`config.mk`:
```
export PLATFORM = sky130hd
export DESIGN_NAME = keypad_matrix_scanner
export DESIGN_NICKNAME = d
export VERILOG_FILES = /design/src/rtl/keypad_pkg.sv /design/src/rtl/kp_stable_counter.sv /design/src/rtl/keypad_matrix_scanner.sv
export SDC_FILE = /design/constraint.sdc
export NUM_CORES = 1
export LEC_CHECK = 0
export ABC_AREA = 1
export CAP_MARGIN = 5
export CORE_UTILIZATION = 58
export DETAILED_ROUTE_END_ITERATION = 10
export PLACE_DENSITY = 0.79
export SYNTH_ARGS = -nofsm -noshare
export SYNTH_HDL_FRONTEND = slang
export SYNTH_SLANG_ARGS = --single-unit
```
`constraint.sdc`:
```
create_clock -name Clk -period 2.3 [get_ports Clk]
set_input_delay 0.23 -clock Clk [delete_from_list [all_inputs] [get_ports Clk]]
set_output_delay 0.23 -clock Clk [all_outputs]
set_load 0.02 [all_outputs]
```
`src/rtl/keypad_pkg.sv`:
```
// Shared types for the keypad scanner: FSM state encoding and the 4x4 legacy key map.
// Pure declarations; no clocked logic.
package keypad_pkg;

   typedef enum logic [1:0] {
      SCAN     = 2'd0,
      DEBOUNCE = 2'd1,
      PRESSED  = 2'd2,
      RELEASE  = 2'd3
   } kp_state_t;

   // Indexed by row*4+col on a 4x4 telephone-style pad.
   localparam logic [3:0] LEGACY_KEYMAP [16] = '{
      4'h1, 4'h2, 4'h3, 4'hA,
      4'h4, 4'h5, 4'h6, 4'hB,
      4'h7, 4'h8, 4'h9, 4'hC,
      4'hF, 4'h0, 4'hE, 4'hD
   };

   function automatic logic [3:0] legacy_code(input logic [3:0] idx);
      return LEGACY_KEYMAP[idx];
   endfunction

endpackage

```
`src/rtl/kp_stable_counter.sv`:
```
// Free-running cycle counter with restart; term flags the LIMIT-th enabled cycle, then wraps.
// Single-cycle terminal flag, combinational from the current count; restart has priority over enable.
module kp_stable_counter #(
   parameter int LIMIT = 4,
   parameter int W     = $clog2(LIMIT + 1)
) (
   input  logic clk,
   input  logic rst,
   input  logic en,
   input  logic restart,
   output logic term
);

   logic [W-1:0] count;

   assign term = en && !restart && (count == W'(LIMIT - 1));

   always_ff @(posedge clk) begin
      if (rst || restart) begin
         count <= '0;
      end else if (en) begin
         count <= term ? '0 : count + W'(1);
      end
   end

endmodule

```
`src/rtl/keypad_matrix_scanner.sv`:
```
// Scans an active-low keypad matrix, debounces one key at a time and hands out key codes.
// Row input has 2-cycle sync latency; a key arriving while the previous code is unconsumed is dropped and flagged.
module keypad_matrix_scanner
   import keypad_pkg::*;
#(
   parameter int ROWS       = 4,
   parameter int COLS       = 4,
   parameter int SCAN_DIV   = 1000,
   parameter int DEB_CYCLES = 20000,
   parameter int LEGACY_MAP = 1,
   parameter int CODE_W     = 7
) (
   input  logic              Clk,
   input  logic              Rst,
   input  logic [ROWS-1:0]   Row,
   output logic [COLS-1:0]   Col,
   output logic [CODE_W-1:0] Key_code,
   output logic              Key_valid,
   input  logic              Key_ready,
   output logic              Key_overflow,
   output logic              Key_down
);

   localparam int ROW_W = $clog2(ROWS);
   localparam int COL_W = $clog2(COLS);
   localparam bit USE_LEGACY = (LEGACY_MAP != 0) && (ROWS == 4) && (COLS == 4);

   kp_state_t          state;
   logic [ROWS-1:0]    row_meta;
   logic [ROWS-1:0]    row_s;
   logic [COL_W-1:0]   col_idx;
   logic [ROW_W-1:0]   key_row;
   logic [COL_W-1:0]   key_col;
   logic [ROWS-1:0]    deb_pat;

   logic               row_any;
   logic [ROW_W-1:0]   low_row;
   logic [COL_W-1:0]   col_nxt;
   logic [COLS-1:0]    col_nxt_drive;
   logic [CODE_W-1:0]  code_calc;
   int                 key_idx;

   logic               dwell_en;
   logic               dwell_restart;
   logic               dwell_term;
   logic               deb_en;
   logic               deb_restart;
   logic               deb_term;

   assign row_any = (row_s != '1);

   always_comb begin
      low_row = '0;
      for (int r = ROWS - 1; r >= 0; r--) begin
         if (!row_s[r]) low_row = ROW_W'(r);
      end
   end

   assign col_nxt       = (col_idx == COL_W'(COLS - 1)) ? '0 : col_idx + COL_W'(1);
   assign col_nxt_drive = ~(COLS'(1) << col_nxt);

   always_comb begin
      key_idx = int'(key_row) * COLS + int'(key_col);
      if (USE_LEGACY) code_calc = CODE_W'(legacy_code(key_idx[3:0]));
      else            code_calc = CODE_W'(key_idx);
   end

   // The debounce counter only runs while the pattern it is qualifying holds; anything else restarts it.
   assign dwell_en      = (state == SCAN);
   assign dwell_restart = !dwell_en;
   assign deb_en        = ((state == DEBOUNCE) && (row_s == deb_pat)) ||
                          ((state == RELEASE)  && !row_any);
   assign deb_restart   = !deb_en;

   kp_stable_counter #(.LIMIT(SCAN_DIV)) u_dwell (
      .clk     (Clk),
      .rst     (Rst),
      .en      (dwell_en),
      .restart (dwell_restart),
      .term    (dwell_term)
   );

   kp_stable_counter #(.LIMIT(DEB_CYCLES)) u_debounce (
      .clk     (Clk),
      .rst     (Rst),
      .en      (deb_en),
      .restart (deb_restart),
      .term    (deb_term)
   );

   always_ff @(posedge Clk) begin
      if (Rst) begin
         row_meta     <= '1;
         row_s        <= '1;
         state        <= SCAN;
         col_idx      <= '0;
         Col          <= {{(COLS-1){1'b1}}, 1'b0};
         key_row      <= '0;
         key_col      <= '0;
         deb_pat      <= '1;
         Key_code     <= '0;
         Key_valid    <= 1'b0;
         Key_overflow <= 1'b0;
         Key_down     <= 1'b0;
      end else begin
         row_meta     <= Row;
         row_s        <= row_meta;
         Key_overflow <= 1'b0;

         if (Key_valid && Key_ready) Key_valid <= 1'b0;

         case (state)
            SCAN: begin
               if (dwell_term) begin
                  if (row_any) begin
                     key_row <= low_row;
                     key_col <= col_idx;
                     deb_pat <= row_s;
                     state   <= DEBOUNCE;
                  end else begin
                     col_idx <= col_nxt;
                     Col     <= col_nxt_drive;
                  end
               end
            end
            DEBOUNCE: begin
               if (row_s != deb_pat) begin
                  state   <= SCAN;
                  col_idx <= col_nxt;
                  Col     <= col_nxt_drive;
               end else if (deb_term) begin
                  state    <= PRESSED;
                  Key_down <= 1'b1;
                  // A same-cycle handshake frees the slot, so the new code can replace the old one.
                  if (!Key_valid || Key_ready) begin
                     Key_code  <= code_calc;
                     Key_valid <= 1'b1;
                  end else begin
                     Key_overflow <= 1'b1;
                  end
               end
            end
            PRESSED: begin
               if (!row_any) state <= RELEASE;
            end
            RELEASE: begin
               if (deb_term) begin
                  Key_down <= 1'b0;
                  state    <= SCAN;
                  col_idx  <= col_nxt;
                  Col      <= col_nxt_drive;
               end
            end
            default: state <= SCAN;
         endcase
      end
   end

endmodule

```
==> metrics.yaml, run 1 <==
synth:
  synth_common_cells: "nand2_1, dfxtp_1, inv_1"
  syn_avg_cell_area_sq_um: 7.373
  synth-main-ff-cell: "dfxtp_1"
  synth-edff-count: 0
  ys_types: 36
  syn_inst: 382
  synth_top_area_cell: "dfxtp_1"
  netlist.area_leader.share_pct: 39.80
  yosysSeqAreaShare_pct: 39.80
  ys_async_sr_fraction_pct: 0
  yosysWarnings: 0
  yosys-top-cells-area: "dfxtp_1, nand2_1, inv_1"
  syn_area_sq_um: 2816
  synth_seq_cells: 56
  synth.most_common_cell: "nand2_1"
die:
  rows: 24
  core_sq_um: 4504
  die_area_sq_um: 5139
  fp.dieH_um: 71.69
  die_w_um: 71.69
  start_util_pct: 62.53
  num_io_pins: 21
critical_path:
  cp_slowest_stage_delay_ps: 420
  crit_required_ps: 2510
  cp.arrival_ps: 2020
  cp-end-kind: "flop"
  cp_max_fo: 8
  crit_chain: "ha_1 -> nand2_1 -> nor2_1 -> nand4_1 -> nor2_1 -> nand2_4 -> nand2_4 -> nand3_1 -> nand3_1 -> nand2_1"
  critical_path_class: "flop to flop"
  r2r_slack_ps: 490
  cpMaxStageDelayCell: "dfxtp_1"
  cp-start-kind: "flop"
clocking:
  cts_hold_buf: 0
  cts_tree: "built"
  clock_latency_ps: 320
  cts_made_buffers: 5
  cts_post_setup_buffers_inserted: 0
  ctsResizeCount: 0
  h-tree-depth: 2
  cts-root-buf: "clkbuf_8"
  cts_sinks: 56
  clock_path_buffers: 2
  clk_pin_slew_ps: 110
sta:
  skew_ps: 10.45
  tns_ps: 0
  finalSetupViolations: 0
  max_freq_mhz: 553.6
  fin_crit_sh_pct: 78.54
  period_needed_ps: 1806
  finalHoldViolCount: 0
  slew_violations: 0
  rsz0062_at_grt: "no"
grt:
  grt_pass1_wl_um: 9025
  antenna_found_initial: 0
  grt_max_degree: 20
  overflow: 0
  grt_usage_pct: 22.00
  grt_pass1_vias: 2149
placement:
  io_buffers: 17
  hpwlAfterDp_um: 3876
  placed_cells: 449
  gp_congestion: 0.9745
finish:
  fin_cells: 457
  drive_above_1_share_pct: 11.36
  finalNetCount: 423
  multi_input_comb_area_sq_um: 1458
  seq_area_sq_um: 1121
  insertedDiodeCount: 0
  synthToLayoutAreaGrowth_pct: 11.46
  nFillCells: 378
worst_hold_path:
  holdCritPathClass: "flop to flop"
power_and_ir_drop:
  p_seq_share_pct: 61.6
  p_per_area_nw_per_um2: 510.9
  switching_share_pct: 23.38
  peakVddDrop_mv: 0.3970
  power_frac_comb_pct: 3.6
  switchingPower_uw: 375.1
  p_int_mw: 1.229
  power_frac_clock_pct: 34.8
  power_leakage_nw: 1.293
route:
  wl_per_cell_um: 11.06
  viasPerCell: 5.179
  drc_errors: 0
  num_vias: 2367
  drt_iter0_drc: 170
  drtAntennaViolNets: 0
  routed_wl_um: 5054
  firstDrtPassIters: 5
flow_run:
  drv_cap: 0
status:
  status: "finished, final reports clean"
final timing paths:
check,startpoint,end,depth (start not counted)
worst min-delay path,row_meta[0],row_s[0],1
worst max register to register,u_debounce.count[0],flop,10
worst min register to register,row_meta[0],row_s[0],1
worst max-delay path,u_debounce.count[0],flop,10
flip-flops by register name, indices dropped and copies added, names as in the netlist, 2 cells and up, named ones only:
register / cells
row_s: 4
u_dwell.count: 10
Key_code: 4
key_row: 2
key_col: 2
col_idx: 2
row_meta: 4
Col: 4
u_debounce.count: 15
deb_pat: 4
through the flow:
step	area, sq um	hold WS (ps)	util (%)	setup slack, ps	power [mW]
finish	3139	419.6	69.69	493.6	1.604
global route	3139	439.3	69.69	307.3	1.673
CTS	3139	423.4	69.69	481.6	1.625
detailed placement	3043	396.4	67.56	513.7	1.068
global placement	3043	391.4	67.56	556.1	1.067
floorplan	2824	333.8	-	708.2	1.050
critical path, delay by kind of cell, from the launching register on:
family	cells	cell delay, ps
flip-flops	1	420
AND/OR/NAND/NOR	9	1070
adder cells (fa/ha/maj)	1	200
cells in the final DEF, fill, tap and decap left out, types with 8 or more instances in the layout:
| master | count |
|---|---|
| o21ai_0 | 9 |
| ha_1 | 12 |
| inv_1 | 49 |
| nand4_1 | 13 |
| a21oi_1 | 19 |
| nor2_1 | 47 |
| o21ai_1 | 8 |
| nand3_1 | 23 |
| or2_2 | 9 |
| nor3_1 | 9 |
| nand2_1 | 78 |
| clkdlybuf4s50_1 | 17 |
| dfxtp_1 | 56 |
final cells by class:
type                       count  area share, %
inverter                      55          6.576
timing repair buffer          20          6.138
tap                           52          2.073
multi-input combinational    266          46.43
clock inverter                 3         0.8768
sequential                    56          35.71
clock buffer                   5          2.192
power by group through the flow:
stage | clock [mW] | combinational (mW) | sequential, mW
2_1_floorplan | 0 | 0.0417 | 1.01
5_1_grt | 0.618 | 0.0654 | 0.990
3_3_place_gp | 0 | 0.0572 | 1.01
3_5_place_dp | 0 | 0.0582 | 1.01
4_1_cts | 0.579 | 0.0584 | 0.988
6_report | 0.559 | 0.0575 | 0.988
layer usage:
layer	GRT usage (%)	wire, um	up-vias
li1	-	-	1262
met1	28.70	2504	1040
met2	35.64	2232	56
met3	5.626	236	9
met4	7.190	80	0
met5	0	0	-
kinds of logic (layout without fill, tap and decap cells):
family          after synthesis  count (layout)  synth area share [%]
fa+ha+maj                    12              12                 5.331
other cells                   1               3                0.1331
simple gates                203             203                 36.12
buf+inv                      62              83                 8.707
xor+xnor                      4               4                 1.244
flops                        56              56                 39.80
compound gates               44              44                 8.663
Note: power is estimated with default switching activity, not from simulation.
==> run 2, diff against run 1 <==
==> constraint.sdc (replaced) <==
create_clock -name Clk -period 1.7 [get_ports Clk]
set_input_delay 0.17 -clock Clk [delete_from_list [all_inputs] [get_ports Clk]]
set_output_delay 0.17 -clock Clk [all_outputs]
set_load 0.02 [all_outputs]
==> run 2 against run 1 <==
  * Clock power grew 55%
  * Core utilization grew 3.9 points
  * Worst setup slack got worse by 430 ps
  * Die area unchanged
  * First-iteration DRC count rose by 17%
  * Flip-flop and latch count did not move
  * Fmax increased by 10%
  * Via count grew 3.9%
  * Final cell count increased by 2.2%
  * Total power grew 43%
  * Sequential share of layout area decreased by 1.5 points
  * Sequential power increased by 36%
==> metrics.yaml, run 2 (synthesis results as in run 1) <==
finish:
  insertedDiodeCount: 0
  layout_commonest_cell: "nand2_1"
  fin_util_pct: 73.56
  fin_cells: 467
  stdcell_area_sq_um: 3313
  top_register: "u_debounce.count"
  largest_reg_flops: 15
  synthToLayoutAreaGrowth_pct: 17.64
  layout_common_cells: "nand2_1, inv_1, dfxtp_1, nor2_1, nand3_1"
  finalNetCount: 433
  top_regs: "u_debounce.count (15), u_dwell.count (10)"
  drive_above_1_share_pct: 18.55
clocking:
  clk_pin_slew_ps: 100
  clock_path_buffers: 2
  cts_tree: "built"
  clock_latency_ps: 300
  cts_hold_buf: 0
  cts_sinks: 56
  cts_made_buffers: 5
  h-tree-depth: 2
  cts-root-buf: "clkbuf_8"
placement:
  hpwlAfterDp_um: 3912
  dp_slack_ps: 40.13
  placed_cells: 453
  io_buffers: 17
  gp_congestion: 0.8643
  post_dp_cell_area_sq_um: 3073
critical_path:
  critical_path_class: "flop to flop"
  reg2reg_depth: 10
  cp_max_fo: 7
  cp.arrival_ps: 1880
  r2r_slack_ps: 60
  r2r-end: "Col[3]"
  cp-start-kind: "flop"
  crit_required_ps: 1950
  rr_startpoint: "u_dwell.count[0]"
  cp-end-kind: "flop"
power_and_ir_drop:
  power_frac_clock_pct: 37.7
  p_seq_share_pct: 58.2
  power_mw: 2.299
  switching_share_pct: 21.12
  peakVddDrop_mv: 0.5929
  p_per_area_nw_per_um2: 694.0
  switchingPower_uw: 485.7
  p_int_mw: 1.814
  power_frac_comb_pct: 4.0
  power_leakage_nw: 1.370
sta:
  skew_ps: 7.579
  fin_crit_sh_pct: 96.27
  finalHoldViolCount: 0
  tns_ps: 0
  finalSetupViolations: 0
  timing.hold.ws_ps: 414.5
  period_needed_ps: 1637
  max_freq_mhz: 611.1
  setup_ws_ps: 63.49
  slew_violations: 0
die:
  core_sq_um: 4504
  die_w_um: 71.69
  num_io_pins: 21
  rows: 24
  die_area_sq_um: 5139
  fp.dieH_um: 71.69
  start_util_pct: 62.53
route:
  drc_errors: 0
  firstDrtPassIters: 4
  num_vias: 2460
  viasPerCell: 5.268
  drtAntennaViolNets: 0
  routed_wl_um: 5354
  dr_wl_met3_um: 235
  drt_iter0_drc: 199
  wl_per_cell_um: 11.46
  top_layer_used: "met4"
  wl_met2_um: 2409
  m1WireLength_um: 2632
grt:
  grt_max_degree: 19
  antenna_found_initial: 0
  grt_pass1_vias: 2127
  grt_usage_pct: 21.74
  grt_pass1_wl_um: 9059
  overflow: 0
worst_hold_path:
  holdCritPathClass: "primary input to flop"
  whs_endpoint: "row_meta[3]"
  min_from: "Row[3]"
  hold_depth: 2
flow_run:
  drv_cap: 0
status:
  status: "finished, final reports clean"
[run 2: power groups by stage]
stage | logic (mW) | clock network (mW) | registers [mW]
after floorplan | 0.0564 | 0 | 1.36
after global placement | 0.0792 | 0 | 1.37
after detailed placement | 0.0814 | 0 | 1.37
after CTS | 0.0818 | 0.894 | 1.34
after global routing | 0.105 | 0.944 | 1.34
final | 0.0928 | 0.868 | 1.34
[run 2: critical path: stages (launching register included)]
cell      delay, ps
dfxtp_2         380
ha_4            140
nand2_1          60
nor2_1          110
nand4_1         150
nand2_2         140
nand2_2          70
nor2_4          210
buf_4           150
nand3b_1         90
nand3_1          90
[run 2: per-layer routing]
| metal | vias up | GRT usage, % |
|---|---|---|
| met2 | 72 | 36.48 |
| met5 | - | 0 |
| li1 | 1287 | - |
| met4 | 0 | 6.536 |
| met1 | 1090 | 28.63 |
| met3 | 11 | 3.797 |
[run 2: repair_timing]
| action | 4_1_cts | 5_1_grt |
|---|---|---|
| buffers inserted | 0 | 6 |
| resized for setup | 0 | 27 |
| setup endpoints to repair | 0 | 20 |
[run 2: worst max path at each step]
stage / start / end / slack [ps] / cells past startpoint
global route: u_dwell.count[0] / Col[3] / -60 / 10
global placement: u_dwell.count[0] / Col[3] / 110 / 10
CTS: u_dwell.count[0] / Col[1] / 20 / 10
detailed placement: u_dwell.count[0] / Col[1] / 40 / 10
finish: u_dwell.count[0] / Col[3] / 60 / 10
floorplan: u_debounce.count[0] / Key_code[2] / 110 / 10
[run 2: area by class of cell]
type,instances,area (sq um)
Tap cell,52,65.06
Inverter,55,206.4
Clock buffer,5,68.82
Sequential cell,56,1134
Clock inverter,3,47.55
Fill cell,344,1191
Multi-Input combinational cell,266,1520
Timing Repair Buffer,30,271.5
==> run 3, diff against run 2 <==
--- a/config.mk
+++ b/config.mk
@@ -7,6 +7,7 @@
 export LEC_CHECK = 0
 export ABC_AREA = 1
 export CAP_MARGIN = 5
+export CORE_MARGIN = 2
 export CORE_UTILIZATION = 58
 export DETAILED_ROUTE_END_ITERATION = 10
 export PLACE_DENSITY = 0.79
==> run 3 against run 2 <==
  * Core utilization down 1.7 points
  * Fmax down 1.7%
  * Largest power group unchanged
  * Clock power down 1%
  * Critical endpoint is now Col[1]
  * Clock skew about the same
  * Cell area up 1.7%
==> metrics.yaml, run 3 (synthesis results as in run 1) <==
sta:
  finalSetupViolations: 0
  rsz0062_at_grt: "yes"
  slew_violations: 0
  max_freq_mhz: 600.7
  skew_ps: 7.814
  period_needed_ps: 1665
  timing.hold.ws_ps: 413.2
  finalHoldViolCount: 0
  fin_crit_sh_pct: 97.93
clocking:
  clock_latency_ps: 310
  cts_made_buffers: 5
  clk_pin_slew_ps: 100
  cts_sinks: 56
  cts_hold_buf: 0
  cts_tree: "built"
  h-tree-depth: 2
  cts-root-buf: "clkbuf_8"
  clock_path_buffers: 2
placement:
  io_buffers: 17
  hpwlAfterDp_um: 3941
  gp_congestion: 0.9632
  post_dp_cell_area_sq_um: 3090
die:
  num_io_pins: 21
  core_sq_um: 4692
  rows: 25
  die_area_sq_um: 5429
  start_util_pct: 60.03
  die_w_um: 73.69
  fp.dieH_um: 73.69
finish:
  nFillCells: 378
  synthToLayoutAreaGrowth_pct: 19.64
  top_regs: "u_debounce.count (15), u_dwell.count (10)"
  top_register: "u_debounce.count"
  stdcell_area_sq_um: 3369
  fin_util_pct: 71.81
  largest_reg_flops: 15
  drive_above_1_share_pct: 19.14
  layout_common_cells: "nand2_1, dfxtp_1, inv_1, nor2_1"
  layout_commonest_cell: "nand2_1"
  finalNetCount: 436
  insertedDiodeCount: 0
route:
  drtAntennaViolNets: 0
  num_vias: 2445
  firstDrtPassIters: 4
  wl_per_cell_um: 11.51
  drc_errors: 0
  routed_wl_um: 5431
  drt_iter0_drc: 192
  viasPerCell: 5.180
critical_path:
  reg2reg_depth: 10
  crit_path_start: "u_dwell.count[1]"
  cp.arrival_ps: 1870
  r2r-end: "Col[1]"
  rr_startpoint: "u_dwell.count[1]"
  critical_path_class: "flop to flop"
  cp-start-kind: "flop"
  cp_max_fo: 7
  crit_required_ps: 1900
  cp-endpoint: "Col[1]"
  cp-end-kind: "flop"
  r2r_slack_ps: 40
grt:
  grt_usage_pct: 20.58
  grt_pass1_wl_um: 9004
  grt_pass1_vias: 2107
  overflow: 0
  grt_max_degree: 18
  antenna_found_initial: 0
worst_hold_path:
  holdCritPathClass: "primary input to flop"
flow_run:
  drv_cap: 0
status:
  status: "finished, final reports clean"
power_and_ir_drop:
  p_per_area_nw_per_um2: 679.8
  power_leakage_nw: 1.384
  peakVddDrop_mv: 0.4629
  power_mw: 2.290
==> run 3: cell types whose count changed in the layout (fill, tap and decap cells not counted), sizes merged <==
| cell | change |
|---|---|
| clkinv | -1 |
| buf | +3 |
| clkinvlp | +1 |
==> run 3: how the worst min path moves through the flow <==
stage | from | slack, ps | depth (start not counted) | endpoint
after floorplan | Row[0] | 270 | 1 | row_meta[0]
after global placement | row_meta[0] | 390 | 1 | row_s[0]
after detailed placement | row_meta[3] | 390 | 1 | row_s[3]
after CTS | Row[0] | 410 | 2 | row_meta[0]
after global routing | Row[0] | 420 | 2 | row_meta[0]
final | Row[0] | 410 | 2 | row_meta[0]
==> run 3: metal layers <==
layer / vias up / global-route usage, % / wire length, um
met5: - / 0 / 0
li1: 1289 / - / -
met2: 53 / 33.33 / 2578
met4: 0 / 4.040 / 44
met1: 1097 / 27.95 / 2565
met3: 6 / 5.075 / 241
==> run 3: what timing repair did <==
action	CTS	global route
endpoints found under the setup margin	0	27
gates resized for setup	0	31
endpoints found under the hold margin	0	0
buffers inserted	0	7
==> run 3: critical path, cell delays in order (launching register included) <==
cell	delay (ps)
dfxtp_2	370
ha_4	160
nand2_4	50
nor2_2	110
nand4_1	140
nand2_2	130
nand2_2	70
nor2_4	260
nand2_4	120
nand2_2	90
nand3_2	60
==> run 3: metrics by stage <==
step                      cells  worst slack (ps)  TNS, ps
after detailed placement    457             57.38        0
after global routing        472            -120.5   -692.1
after floorplan             384             108.2        0
after CTS                   465             12.96        0
final                       472             35.27        0
after global placement      457             116.7        0
==> run 3: power by group <==
part	leakage [nW]	switching [mW]	internal, mW
clock	0.0541	0.419	0.436
combinational	0.876	0.0511	0.0446
sequential	0.453	0.0129	1.33
total	1.38	0.483	1.81
==> run 3: layout make-up <==
class	count	area, sq um	share of cell area (%)
clock buffers	5	68.82	2.042
repair buffers	33	301.5	8.949
clock inverters	3	42.54	1.263
multi-input cells	266	1555	46.16
flip-flops and latches	56	1127	33.46
well taps	54	67.56	2.005
inverters	55	206.4	6.127
